`src/rtl/shift_pkg.sv`:
```
// Shared types and width helpers for the shift execute stage.
package shift_pkg;

  typedef enum logic [1:0] {
    SHIFT_SLL = 2'b00,
    SHIFT_SRL = 2'b01,
    SHIFT_SRA = 2'b10,
    SHIFT_ROR = 2'b11
  } shift_op_t;

  function automatic int shamt_width(input int n);
    return $clog2(n);
  endfunction

  localparam int DEFAULT_N = 32;
  localparam int SHAMT_W   = shamt_width(DEFAULT_N);

endpackage

```
`src/rtl/shift_core.sv`:
```
// Combinational shift unit; SRA and ROR are both built on the srl output.
module shift_core
  import shift_pkg::*;
#(
  parameter int N = 32
) (
  input  logic [N-1:0]         a,
  input  logic [$clog2(N)-1:0] shamt,
  input  logic [1:0]           op,
  output logic [N-1:0]         result
);

  localparam int SW = $clog2(N);

  logic [N-1:0] srl_out;
  logic [N-1:0] sign_mask;
  logic [N-1:0] rol_part;
  logic [SW:0]  rot_amt;

  srl #(.N(N)) u_srl (
    .in    (a),
    .shamt (shamt),
    .out   (srl_out)
  );

  assign sign_mask = a[N-1] ? ~({N{1'b1}} >> shamt) : '0;
  assign rot_amt   = (SW+1)'(N) - {1'b0, shamt};

  // A zero rotate must not pull in an N-bit left shift of a.
  assign rol_part  = (shamt == '0) ? '0 : (a << rot_amt);

  always_comb begin
    result = srl_out;
    case (shift_op_t'(op))
      SHIFT_SLL: result = a << shamt;
      SHIFT_SRL: result = srl_out;
      SHIFT_SRA: result = srl_out | sign_mask;
      SHIFT_ROR: result = srl_out | rol_part;
      default:   result = srl_out;
    endcase
  end

endmodule

```
`src/rtl/srl.sv`:
```
// Logarithmic barrel shifter: logical right shift with zero fill.
module srl #(
  parameter int N = 32
) (
  input  logic [N-1:0]         in,
  input  logic [$clog2(N)-1:0] shamt,
  output logic [N-1:0]         out
);

  localparam int SW = $clog2(N);

  logic [N-1:0] stage [SW+1];

  assign stage[0] = in;

  // Each level conditionally shifts by the power of two matching its shamt bit.
  for (genvar i = 0; i < SW; i++) begin : g_stage
    assign stage[i+1] = shamt[i] ? (stage[i] >> (1 << i)) : stage[i];
  end

  assign out = stage[SW];

endmodule

```
`src/rtl/shift_exec_stage.sv`:
```
// Two-stage pipelined shift execute stage with valid/ready on both sides.
module shift_exec_stage
  import shift_pkg::*;
#(
  parameter int N    = 32,
  parameter int TAGW = 5
) (
  input  logic                 clk,
  input  logic                 rst_n,
  input  logic                 flush,
  input  logic                 in_valid,
  output logic                 in_ready,
  input  logic [1:0]           in_op,
  input  logic [N-1:0]         in_a,
  input  logic [$clog2(N)-1:0] in_shamt,
  input  logic [TAGW-1:0]      in_tag,
  output logic                 out_valid,
  input  logic                 out_ready,
  output logic [N-1:0]         out_result,
  output logic [TAGW-1:0]      out_tag,
  output logic [1:0]           occupancy
);

  localparam int SW = $clog2(N);

  logic            valid1, valid2;
  logic            valid1_nxt, valid2_nxt;
  logic [1:0]      op1;
  logic [N-1:0]    a1;
  logic [SW-1:0]   shamt1;
  logic [TAGW-1:0] tag1;
  logic [N-1:0]    core_result;
  logic            s2_free, s1_adv, accept, out_xfer;

  assign s2_free   = !valid2 || out_ready;
  assign s1_adv    = valid1 && s2_free;
  assign in_ready  = rst_n && !flush && (!valid1 || s1_adv);
  assign accept    = in_valid && in_ready;
  assign out_xfer  = valid2 && out_ready;
  assign out_valid = valid2;

  shift_core #(.N(N)) u_core (
    .a      (a1),
    .shamt  (shamt1),
    .op     (op1),
    .result (core_result)
  );

  // Next valids are shared by the valid flops and occupancy so they never disagree.
  always_comb begin
    valid1_nxt = valid1;
    valid2_nxt = valid2;
    if (flush) begin
      valid1_nxt = 1'b0;
      valid2_nxt = 1'b0;
    end else begin
      if (accept)        valid1_nxt = 1'b1;
      else if (s1_adv)   valid1_nxt = 1'b0;
      if (s1_adv)        valid2_nxt = 1'b1;
      else if (out_xfer) valid2_nxt = 1'b0;
    end
  end

  always_ff @(posedge clk or negedge rst_n) begin
    if (!rst_n) begin
      valid1    <= 1'b0;
      valid2    <= 1'b0;
      occupancy <= 2'd0;
    end else begin
      valid1    <= valid1_nxt;
      valid2    <= valid2_nxt;
      occupancy <= {1'b0, valid1_nxt} + {1'b0, valid2_nxt};
    end
  end

  always_ff @(posedge clk or negedge rst_n) begin
    if (!rst_n) begin
      op1    <= '0;
      a1     <= '0;
      shamt1 <= '0;
      tag1   <= '0;
    end else if (accept) begin
      op1    <= in_op;
      a1     <= in_a;
      shamt1 <= in_shamt;
      tag1   <= in_tag;
    end
  end

  // Result holds while stalled, keeping out_result stable under backpressure.
  always_ff @(posedge clk or negedge rst_n) begin
    if (!rst_n) begin
      out_result <= '0;
      out_tag    <= '0;
    end else if (s1_adv && !flush) begin
      out_result <= core_result;
      out_tag    <= tag1;
    end
  end

endmodule

```
`config.mk`:
```
export PLATFORM = sky130hd
export DESIGN_NAME = shift_exec_stage
export DESIGN_NICKNAME = d
export VERILOG_FILES = /design/src/rtl/shift_pkg.sv /design/src/rtl/shift_core.sv /design/src/rtl/srl.sv /design/src/rtl/shift_exec_stage.sv
export SDC_FILE = /design/constraint.sdc
export NUM_CORES = 1
export LEC_CHECK = 0
export CORE_AREA = 2 2 153 155
export DETAILED_ROUTE_END_ITERATION = 8
export DIE_AREA = 0 0 155 157
export MAX_ROUTING_LAYER = met4
export PLACE_DENSITY = 0.73
export SETUP_SLACK_MARGIN = 0.3
export SLEW_MARGIN = 10
export SYNTH_ARGS = -nofsm -noshare
export SYNTH_HDL_FRONTEND = slang
export SYNTH_SLANG_ARGS = --single-unit
```
`constraint.sdc`:
```
create_clock -name clk -period 6.5 [get_ports clk]
set_input_delay 1.625 -clock clk [delete_from_list [all_inputs] [get_ports clk]]
set_output_delay 1.625 -clock clk [all_outputs]
set_load 0.05 [all_outputs]
```
After elaboration in Yosys (flattened, before gate mapping)
Cells that the tools add are included.
{"block": "classes", "add_sub_neg": 2, "eq_ne": 3, "n_shift": 3, "muxes": 14, "bitwise_logic": 3, "reduce_logical": 13}
{"operator": "$mux 32", "count": 7}
{"operator": "$pmux 32 s4", "count": 1}
{"operator": "$or 32x32->32", "count": 2}
{"operator": "$not 32->32", "count": 1}
{"operator": "$shl 32x5->32", "count": 1}
{"operator": "$shl 32x6->32", "count": 1}
{"operator": "$shr 32x5->32 const A", "count": 1}
{"operator": "$logic_and 1x1->1", "count": 6}
{"operator": "$mux 1", "count": 6}
{"operator": "$sub 6x5->6 const A", "count": 1}
{"operator": "$logic_not 5->1", "count": 1}
{"operator": "$eq 2x2->1 const B", "count": 2}
{"operator": "$logic_not 1->1", "count": 3}
{"operator": "$add 1x1->2", "count": 1}
{"operator": "$eq 2x1->1 const B", "count": 1}
{"operator": "$logic_not 2->1", "count": 1}
{"operator": "$logic_or 1x1->1", "count": 2}
{"block": "word_totals", "regBits": 85, "inputBits": 49, "out_inout_bits": 41, "wordCells": 47}

Depth between registers and ports, before layout
Gate-level depths: netlist of run 1.
{"block": "logic_depth", "ltp_word": 9, "ltp_mapped": 16, "ltp_nobuf": 11}

Hierarchy
Synthesis of run 1 repeated with hierarchy kept, for this count alone.
{"block": "unflattened", "cells_unflattened": 949, "area_unflattened_um2": 9923.3}
{"mod": "shift_core", "instances": 1, "cells_per_inst": 571, "area_per_inst_um2": 4586.9, "seq_area_each_um2": 0.0}
{"mod": "shift_exec_stage", "instances": 1, "cells_per_inst": 186, "area_per_inst_um2": 3558.4, "seq_area_each_um2": 2127.0}
{"mod": "srl", "instances": 1, "cells_per_inst": 192, "area_per_inst_um2": 1778.0, "seq_area_each_um2": 0.0}

Worst setup path after synthesis of run 1
No wires, ideal clock.
{"block": "synth_timing", "path_type": "input to output", "startpoint": "in flush", "endpoint": "out in_ready", "t_arrival_ps": 2545, "t_required_ps": 4875, "path_slack_ps": 2330, "cell_stages": 2, "path_buffers": 0, "path_cell_list": "nand2b_1 a21oi_1"}
{"block": "synth_via", "elab_chain_len": 3}
{"item": "from (decl)", "line_no": "shift_exec_stage.sv:10", "rtl": "input logic flush,"}
{"item": "$logic_not 1->1", "line_no": "shift_exec_stage.sv:37", "rtl": "assign in_ready = rst_n && !flush && (!valid1 || s1_adv);"}
{"item": "$logic_and 1x1->1 (2 in a row)", "line_no": "shift_exec_stage.sv:37"}
{"item": "to (decl)", "line_no": "shift_exec_stage.sv:12", "rtl": "output logic in_ready,"}
No other way between the ends.

Worst setup path in the final report of run 1
{"block": "layout_timing", "startpoint": "in out_ready", "endpoint": "out in_ready"}
{"block": "layout_via", "elab_chain_len": 4}
{"item": "from (decl)", "line_no": "shift_exec_stage.sv:18", "rtl": "input logic out_ready,"}
{"item": "$logic_or 1x1->1", "line_no": "shift_exec_stage.sv:35", "rtl": "assign s2_free = !valid2 || out_ready;"}
{"item": "$logic_and 1x1->1", "line_no": "shift_exec_stage.sv:36", "rtl": "assign s1_adv = valid1 && s2_free;"}
{"item": "$logic_or 1x1->1", "line_no": "shift_exec_stage.sv:37"}
{"item": "$logic_and 1x1->1", "line_no": "shift_exec_stage.sv:37"}
No other way between the ends.

==> flow_summary.yaml, run 1 <==
yosys:
  synth-xor-area-share_pct: 0
  synth_flop_cell: "dfrtp_1"
  yosys.area_share.simple_pct: 13.8
  ys_ff_latch: 85
  ys_async_sr_fraction_pct: 100
  synth_adder_area_share_pct: 0.749
  synth_edf_count: 0
  synth_compound_area_share_pct: 22.2
  synth_top_family_by_area: "multiplexers"
  ys_types: 84
  yosysWarnings: 0
  syn_nets: 1177
  syn_avg_cell_area_sq_um: 8.94
  mappedNetlistArea_sq_um: 10000
  synthCells: 1122
  muxShareOfSynthArea_pct: 33.8
  synth_seq_area_share_pct: 21.2
clock_tree:
  clkLatencyLatePin_ns: 0.37
  cts_root_buf: "clkbuf_16"
  cts.path.max_buffers: 2
  cts_tree: "yes"
  clock-sinks: 85
  cts.clk_slew.worst_paths_ns: 0.08
  cts_resized: 0
  htree_levels: 3
  ctsHoldBuffers: 0
  cts_setup_buffers: 0
  cts_buffers: 9
placed_design:
  gp_congestion: 1.04
  dp_worst_setup_slack_ns: 1.61
  dpl.hpwl_microns: 34400
  port_buffers: 89
  placed_cell_area_sq_um: 10700
drt:
  drc_errors: 0
  drt_iter0_drc: 1789
  first_pass_iters: 9
  ant_nets: 0
  routed_via_density: 7.36
  routedWlPerCell_microns: 33.7
  vias: 10400
  wl_microns: 47500
timing:
  worstMarginPinSlew_ns: 1.23
  fin_crit_sh_pct: 75.2
  hold_violations: 0
  relSlewSlack_pct: 17.3
  setup_tns_ns: 0
  finalCriticalPeriod_ns: 4.89
  fin_worst_skew_ns: 0.0190
  rsz0062_at_grt: "false"
  fin_ws_ns: 1.61
  finalMaxSlewViolations: 0
  clock.fmax_ghz: 0.205
  setup_viol: 0
floorplanning:
  die-width_microns: 155
  die_h_microns: 157
  core_sq_um: 22500
  row_count: 55
  num_io_pins: 90
  start_util_pct: 44.6
  die_area_sq_um: 24300
critical_path:
  crit_top_cell: "clkdlybuf4s50_1"
  criticalPathCategory: "input pin to output port"
  worstSetupEndpointType: "output port"
  path_buf_inv: 2
  arrival_ns: 3.26
  cp_max_fo: 3
  critical_path.slowest_cell: "clkdlybuf4s50_1"
  r2r_slack_ns: 1.96
  required_ns: 4.88
  cp_top_family: "buffers and inverters"
  max_stage_delay_ns: 0.84
  worstSetupStartpointType: "input pin"
  path_cells: "clkdlybuf4s50_1 -> nor2b_1 -> a21oi_1 -> clkdlybuf4s50_1"
power:
  power.density_nw_per_um2: 417
  p_total_w: 0.00461
  p_leak_nw: 4.20
  ir_drop_mv: 0.221
global_route:
  grt_pass1_vias: 9681
  grt_max_degree: 67
  overflow: 0
  antenna_found_initial: 1
  grt_pass1_wl_microns: 69000
  track_usage_pct: 40.2
worst_hold_path:
  hold_class: "register to register"
finish:
  syn_to_final_growth_pct: 10.1
  nets: 1175
  drive_gt1_share_pct: 19.1
  final_cell_area_sq_um: 11000
job:
  cap_violations: 0
run_status:
  outcome: "finished clean"
-- cells by family (layout without fill, tap and decap cells) --
kind of cell	Yosys count	in the layout
compound gates	316	316
fa+ha+maj	6	6
buf+inv	143	146
flops	85	85
mux	262	262
other cells	0	1
simple gates	310	310
-- cell usage in the layout, fill, tap and decap left out, types with 6 or more instances in the layout --
master and count:
dfrtp_1 81, buf_4 29, or2_2 6, o21ai_0 43
nor2_1 100, a2111oi_0 8, clkdlybuf4s50_1 88, o32a_1 12
o22ai_1 36, a211oi_1 20, o31ai_1 9, mux2i_1 119
mux4_2 47, mux2_2 87, clkbuf_16 9, nor2b_1 10
nand3_1 8, nand2_1 109, a21oi_1 62, o221ai_1 20
a31oi_1 13, nand2b_1 19, o211ai_1 19, nor3_1 31
inv_1 12, a221oi_1 7
-- sequential cells by signal, summed over array words and instances, names as in the netlist --
signal and cells:
out_valid 1, valid1 1, occupancy 2, tag1 5, a1 32, op1 2
shamt1 5, out_result 32, out_tag 5
-- worst register-to-register path, cell delays in order (launching register included) --
cell      delay, ns
dfrtp_4        0.74
inv_1          0.52
ha_2           0.37
ha_1           0.27
buf_4          0.46
inv_1          0.54
mux4_2         0.48
o221ai_1       0.12
a311oi_1       0.64
o221ai_1       0.24
-- per-stage QoR --
stage / instances / hold slack (ns) / utilization (%)
global placement: 1394 / 0.442 / 47.7
finish: 1411 / 0.466 / 49.1
CTS: 1410 / 0.462 / 49.1
floorplan: 1122 / 0.433 / -
detailed placement: 1394 / 0.443 / 47.7
global route: 1411 / 0.499 / 49.1
-- final cells by class --
| class | instances | area, sq um |
|---|---|---|
| clock buffer | 9 | 225 |
| multi-input combinational | 894 | 7100 |
| tap | 285 | 357 |
| sequential | 85 | 2130 |
| clock inverter | 7 | 80.1 |
| timing repair buffer | 117 | 1100 |
| inverter | 13 | 48.8 |
| fill | 2126 | 11500 |
| antenna | 1 | 2.50 |
-- layer usage --
layer  up-vias  wire (microns)  track usage [%]
li1       4297               -                -
met1      5082           18900             54.5
met3       150            6420             11.2
met4         0            2460             17.5
met5         -               0                -
met2       857           19700             56.0
-- cell usage after synthesis, drive strengths merged (4+ instances only) --
master / n / area (sq um)
o31ai: 9 / 67.6
nand3: 8 / 40.0
nor2b: 10 / 62.6
ha: 6 / 75.1
o221ai: 20 / 175
or3: 4 / 25.0
inv: 13 / 48.8
a41oi: 4 / 35.0
clkbuf: 62 / 267
nor3: 32 / 165
dfrtp: 85 / 2130
a2111oi: 10 / 113
nand2b: 19 / 119
mux2i: 123 / 1250
o21ai: 47 / 235
a211oi: 21 / 163
or2: 7 / 43.8
a31oi: 13 / 81.3
nand2: 110 / 413
o211ai: 20 / 155
o32a: 12 / 120
buf: 66 / 477
a221oi: 7 / 61.3
o22ai: 36 / 225
a32oi: 4 / 35.0
o32ai: 5 / 43.8
mux2: 90 / 1020
o21a: 5 / 37.5
mux4: 49 / 1110
a21oi: 62 / 310
nor2: 104 / 395
-- path summary, 6_finish.rpt --
kind | end | depth (start not counted) | start
worst max-delay path | in_ready | 4 | out_ready
worst max register to register | out_result[31] | 9 | shamt1[0]
min in group asynchronous | a1[30] | 1 | rst_n
max in group asynchronous | shamt1[2] | 2 | rst_n
worst min-delay path | out_tag[0] | 2 | tag1[0]
worst min register to register | out_tag[0] | 2 | tag1[0]
-- power by group --
part	leakage (nW)	switching, W	internal, W
Sequential	0.990	0.000275	0.000662
Clock	0.149	0.000275	0.000306
Combinational	3.06	0.00197	0.00112
Power figures use the tool's default switching activity.
==> run 2: changes to the inputs <==
- clock period: 6.5 -> 4.7 ns (I/O delays scaled with it)
==> run 2 against run 1 <==
Effect of this change:
- via count is 1.9% higher
- cell count is 1.1% higher
- critical path depth stayed put
- design area is 1.3% higher
- sequential share of layout area is 0.25 points lower
- flip-flop and latch count stayed put
==> flow_summary.yaml, run 2 (same netlist as run 1, synthesis figures left out) <==
finish:
  seq_area_sq_um: 2130
  drive_gt1_share_pct: 20.2
  nets: 1191
  reg_top3: "a1 (32), out_result (32)"
  mostFrequentLayoutCell: "mux2i_1"
  multi_input_area_sq_um: 7100
  fillers: 2186
  final_cell_mix: "119 x mux2i_1, 109 x nand2_1, 100 x nor2_1"
  final_cells: 1427
  syn_to_final_growth_pct: 11.6
power:
  internal_power_w: 0.00289
  clockPowerShare_pct: 12.0
  p_leak_nw: 4.28
  power.density_nw_per_um2: 575
  ir_drop_mv: 0.399
  combPwrFrac_pct: 67.2
  p_sw_w: 0.00354
  p_sw_share_pct: 55.0
  seqPwrFrac_pct: 20.8
drt:
  routedWlPerCell_microns: 34.3
  ant_nets: 0
  drc_errors: 0
  wl_microns: 49000
  vias: 10600
  drt_iter0_drc: 1885
  first_pass_iters: 8
  routed_via_density: 7.41
run_status:
  outcome: "finished clean"
placed_design:
  place_inst: 1410
  dpl.hpwl_microns: 36000
  gp_congestion: 1.09
  port_buffers: 89
global_route:
  grt_pass1_vias: 9834
  overflow: 0
  grt_pass1_wl_microns: 70700
  grt_max_degree: 69
  antenna_found_initial: 1
  track_usage_pct: 41.2
clock_tree:
  cts_root_buf: "clkbuf_16"
  clkLatencyLatePin_ns: 0.37
  htree_levels: 3
  cts.clk_slew.worst_paths_ns: 0.08
  cts_setup_buffers: 0
  cts.path.max_buffers: 2
  clock-sinks: 85
  cts_tree: "yes"
  cts_resized: 0
  cts_buffers: 9
  ctsHoldBuffers: 0
floorplanning:
  row_count: 55
  num_io_pins: 90
  die_area_sq_um: 24300
  core_sq_um: 22500
  start_util_pct: 44.6
  die-width_microns: 155
  die_h_microns: 157
critical_path:
  max_stage_delay_ns: 0.86
  path_cells: "clkdlybuf4s50_1 -> nor2b_1 -> a21oi_1 -> clkdlybuf4s50_1"
  worstSetupEndpointType: "output port"
  arrival_ns: 2.84
  crit_top_cell: "clkdlybuf4s50_1"
  required_ns: 3.52
  path_buf_inv: 2
  critical_path.slowest_cell: "clkdlybuf4s50_1"
  cp_top_family: "buffers and inverters"
  criticalPathCategory: "input pin to output port"
  cp_max_fo: 3
  worstSetupStartpointType: "input pin"
timing:
  setup_viol: 0
  setup_tns_ns: 0
  hold_violations: 0
  whs_ns: 0.463
  worstMarginPinSlew_ns: 1.03
  fin_crit_sh_pct: 85.3
  clock.fmax_ghz: 0.249
  finalCriticalPeriod_ns: 4.01
  fin_worst_skew_ns: 0.0143
  rsz0062_at_grt: "false"
  finalMaxSlewViolations: 0
  relSlewSlack_pct: 30.5
job:
  cap_violations: 0
worst_hold_path:
  hold_class: "register to register"
run 2: cell types whose count changed in the layout (fill, tap and decap cells not counted):
cell / previous run / this run
inv_8: 1 / 2
inv_2: 1 / 0
bufinv_16: 1 / 0
buf_12: 0 / 2
clkinv_4: 0 / 2
clkinv_8: 0 / 2
inv_6: 3 / 0
buf_4: 29 / 43
clkinv_2: 1 / 0
inv_1: 12 / 13
run 2: area by class of cell:
type	count	share of cell area, %
clock buffers	9	2.01
well taps	285	3.19
diodes	1	0.0224
flip-flops and latches	85	19.1
inverters	13	0.436
clock inverters	7	0.716
multi-input cells	894	63.4
repair buffers	133	11.1
run 2: power groups by stage:
stage	registers (W)	clock network [W]	logic (W)
3_5_place_dp	0.00133	0	0.00413
3_3_place_gp	0.00132	0	0.00415
2_1_floorplan	0.00145	0	0.00259
4_1_cts	0.00131	0.000783	0.00415
6_report	0.00133	0.000775	0.00432
5_1_grt	0.00135	0.000810	0.00444
run 2: per-stage QoR:
| stage | instance area (sq um) | setup slack (ns) | power [W] | util, % |
|---|---|---|---|---|
| after floorplan | 10000 | 1.37 | 0.00404 | - |
| after global routing | 11200 | 0.633 | 0.00659 | 49.7 |
| final | 11200 | 0.689 | 0.00643 | 49.7 |
| after global placement | 10900 | 0.725 | 0.00547 | 48.4 |
| after detailed placement | 10900 | 0.696 | 0.00546 | 48.4 |
| after CTS | 11200 | 0.694 | 0.00625 | 49.7 |
run 2: metal layers:
layer	routed length (microns)	GRT usage (%)	vias to the layer above
met5	0	-	-
met4	2490	17.2	0
met3	6210	9.61	155
met2	20400	57.6	901
met1	19900	57.0	5191
li1	-	-	4334
run 2: final timing paths:
path	startpoint	endpoint	slack, ns	cells past startpoint
setup / recovery	out_ready	in_ready	0.69	4
hold / removal	tag1[4]	out_tag[4]	0.46	2
setup reg to reg	shamt1[0]	out_result[25]	0.92	10
hold reg to reg	tag1[4]	out_tag[4]	0.46	2
max in group asynchronous	rst_n	shamt1[0]	2.67	3
min in group asynchronous	rst_n	a1[30]	0.88	2
run 2: worst min-delay path: stages, from the launching register on:
cell	delay [ns]
dfrtp_1	0.34
nand2_1	0.05
nand2_1	0.04
==> run 3: changes to the inputs <==
--- a/constraint.sdc
+++ b/constraint.sdc
@@ -3,2 +3,2 @@
 set_output_delay 1.175 -clock clk [all_outputs]
-set_load 0.05 [all_outputs]
+set_load 0.005 [all_outputs]
==> run 3 against run 2 <==
Effect of this change:
- sequential share of layout area fell by 0.064 points
- first-iteration DRC count fell by 4.8%
- clock-buffer cell count did not move
==> flow_summary.yaml, run 3 (same netlist as run 1, synthesis figures left out) <==
run_status:
  outcome: "finished clean"
timing:
  hold_violations: 0
  rsz0062_at_grt: "false"
  worstMarginPinSlew_ns: 1.36
  finalMaxSlewViolations: 0
  whs_ns: 0.473
  fin_crit_sh_pct: 78.4
  setup_tns_ns: 0
  relSlewSlack_pct: 8.63
  finalCriticalPeriod_ns: 3.68
  clock.fmax_ghz: 0.271
  setup_viol: 0
  fin_worst_skew_ns: 0.0119
finish:
  syn_to_final_growth_pct: 11.9
  mostFrequentLayoutCell: "mux2i_1"
  fin_util_pct: 49.9
  final_cell_mix: "119 x mux2i_1, 109 x nand2_1, 100 x nor2_1"
  nets: 1192
  final_cell_area_sq_um: 11200
  reg_top3: "a1 (32), out_result (32)"
  drive_gt1_share_pct: 20.2
placed_design:
  placed_cell_area_sq_um: 10900
  dpl.hpwl_microns: 36400
  port_buffers: 89
  gp_congestion: 1.08
global_route:
  track_usage_pct: 41.4
  grt_pass1_vias: 9865
  overflow: 0
  grt_pass1_wl_microns: 70600
  antenna_found_initial: 3
  grt_max_degree: 73
critical_path:
  worstSetupEndpointType: "output port"
  cp_max_fo: 3
  required_ns: 3.52
  path_cells: "clkdlybuf4s50_1 -> nor2b_1 -> a21oi_1 -> clkdlybuf4s50_1"
  max_stage_delay_ns: 0.54
  crit-reg2reg-launch: "shamt1[0]"
  startpoint: "out_ready"
  r2r_slack_ns: 1.06
  path_buf_inv: 2
  critical_path.slowest_cell: "clkdlybuf4s50_1"
  worstRegToRegCells: 8
  arrival_ns: 2.51
  cp-endpoint: "in_ready"
  criticalPathCategory: "input pin to output port"
  worstSetupStartpointType: "input pin"
  crit_top_cell: "clkdlybuf4s50_1"
  path_depth: 4
  cp_top_family: "buffers and inverters"
  r2r_end: "out_result[29]"
clock_tree:
  cts_root_buf: "clkbuf_16"
  cts.path.max_buffers: 2
  cts_tree: "yes"
  cts_buffers: 9
  clock-sinks: 85
  cts.clk_slew.worst_paths_ns: 0.07
  cts_setup_buffers: 0
  ctsHoldBuffers: 0
  cts_resized: 0
  htree_levels: 3
  clkLatencyLatePin_ns: 0.37
drt:
  routed_via_density: 7.30
  first_pass_iters: 8
  routedWlPerCell_microns: 34.3
  drt_iter0_drc: 1794
  ant_nets: 0
  drc_errors: 0
  vias: 10400
  wl_microns: 49100
power:
  power.density_nw_per_um2: 542
  p_leak_nw: 4.31
  ir_drop_mv: 0.297
floorplanning:
  row_count: 55
  die_area_sq_um: 24300
  num_io_pins: 90
  core_sq_um: 22500
  start_util_pct: 44.6
  die_h_microns: 157
  die-width_microns: 155
worst_hold_path:
  hold_class: "register to register"
job:
  cap_violations: 0
==> run 3: changes by cell type in the layout (fill, tap and decap cells not counted) <==
| cell | before | now |
|---|---|---|
| buf_4 | 43 | 44 |
| clkinv_8 | 2 | 1 |
| clkinv_2 | 0 | 1 |
| clkinvlp_4 | 1 | 0 |
| clkinv_4 | 2 | 1 |
| inv_8 | 2 | 0 |
| diode_2 | 1 | 2 |
| inv_6 | 0 | 2 |
| bufinv_16 | 0 | 2 |
==> run 3: through the flow <==
| step | power [W] | std cells | worst slack, ns |
|---|---|---|---|
| 3_3_place_gp | 0.00505 | 1411 | 1.05 |
| 2_1_floorplan | 0.00364 | 1122 | 1.37 |
| 3_5_place_dp | 0.00504 | 1411 | 1.02 |
| 4_1_cts | 0.00590 | 1427 | 1.02 |
| 5_1_grt | 0.00628 | 1429 | 0.868 |
| 6_report | 0.00609 | 1429 | 1.02 |
==> run 3: worst min-delay path by stage <==
stage	startpoint	to	slack, ns	cells after the start
after floorplan	tag1[0]	out_tag[0]	0.43	2
after global placement	tag1[3]	out_tag[3]	0.44	2
after detailed placement	tag1[0]	out_tag[0]	0.46	2
after CTS	tag1[0]	out_tag[0]	0.47	2
after global routing	tag1[2]	out_tag[2]	0.50	2
final	tag1[2]	out_tag[2]	0.47	2
==> run 3: worst reg2reg max path, cell delays in order (launching register included) <==
cell	delay, ns
dfrtp_4	0.62
buf_4	0.52
buf_4	0.38
mux4_2	0.65
or3b_2	0.30
o21a_1	0.17
o221ai_1	0.15
o21ai_0	0.48
a41oi_1	0.21
==> run 3: area by class of cell <==
| class | count | area, sq um |
|---|---|---|
| fill | 2148 | 11300 |
| clock inverter | 7 | 108 |
| sequential | 85 | 2130 |
| clock buffer | 9 | 225 |
| inverter | 13 | 48.8 |
| timing repair buffer | 134 | 1250 |
| tap | 285 | 357 |
| antenna | 2 | 5.00 |
| multi-input combinational | 894 | 7100 |
==> run 3: metal layers <==
metal | vias to the layer above | GRT usage [%] | routed length, microns
li1 | 4346 | - | -
met1 | 5132 | 55.5 | 19700
met2 | 803 | 59.6 | 20900
met3 | 155 | 11.1 | 6010
met4 | 0 | 16.4 | 2500
met5 | - | - | 0
==> run 3: power breakdown <==
| part | total, W | internal (W) | switching [W] |
|---|---|---|---|
| Clock | 0.000850 | 0.000475 | 0.000375 |
| Combinational | 0.00393 | 0.00159 | 0.00234 |
| Sequential | 0.00131 | 0.000916 | 0.000393 |
| Total | 0.00609 | 0.00298 | 0.00311 |
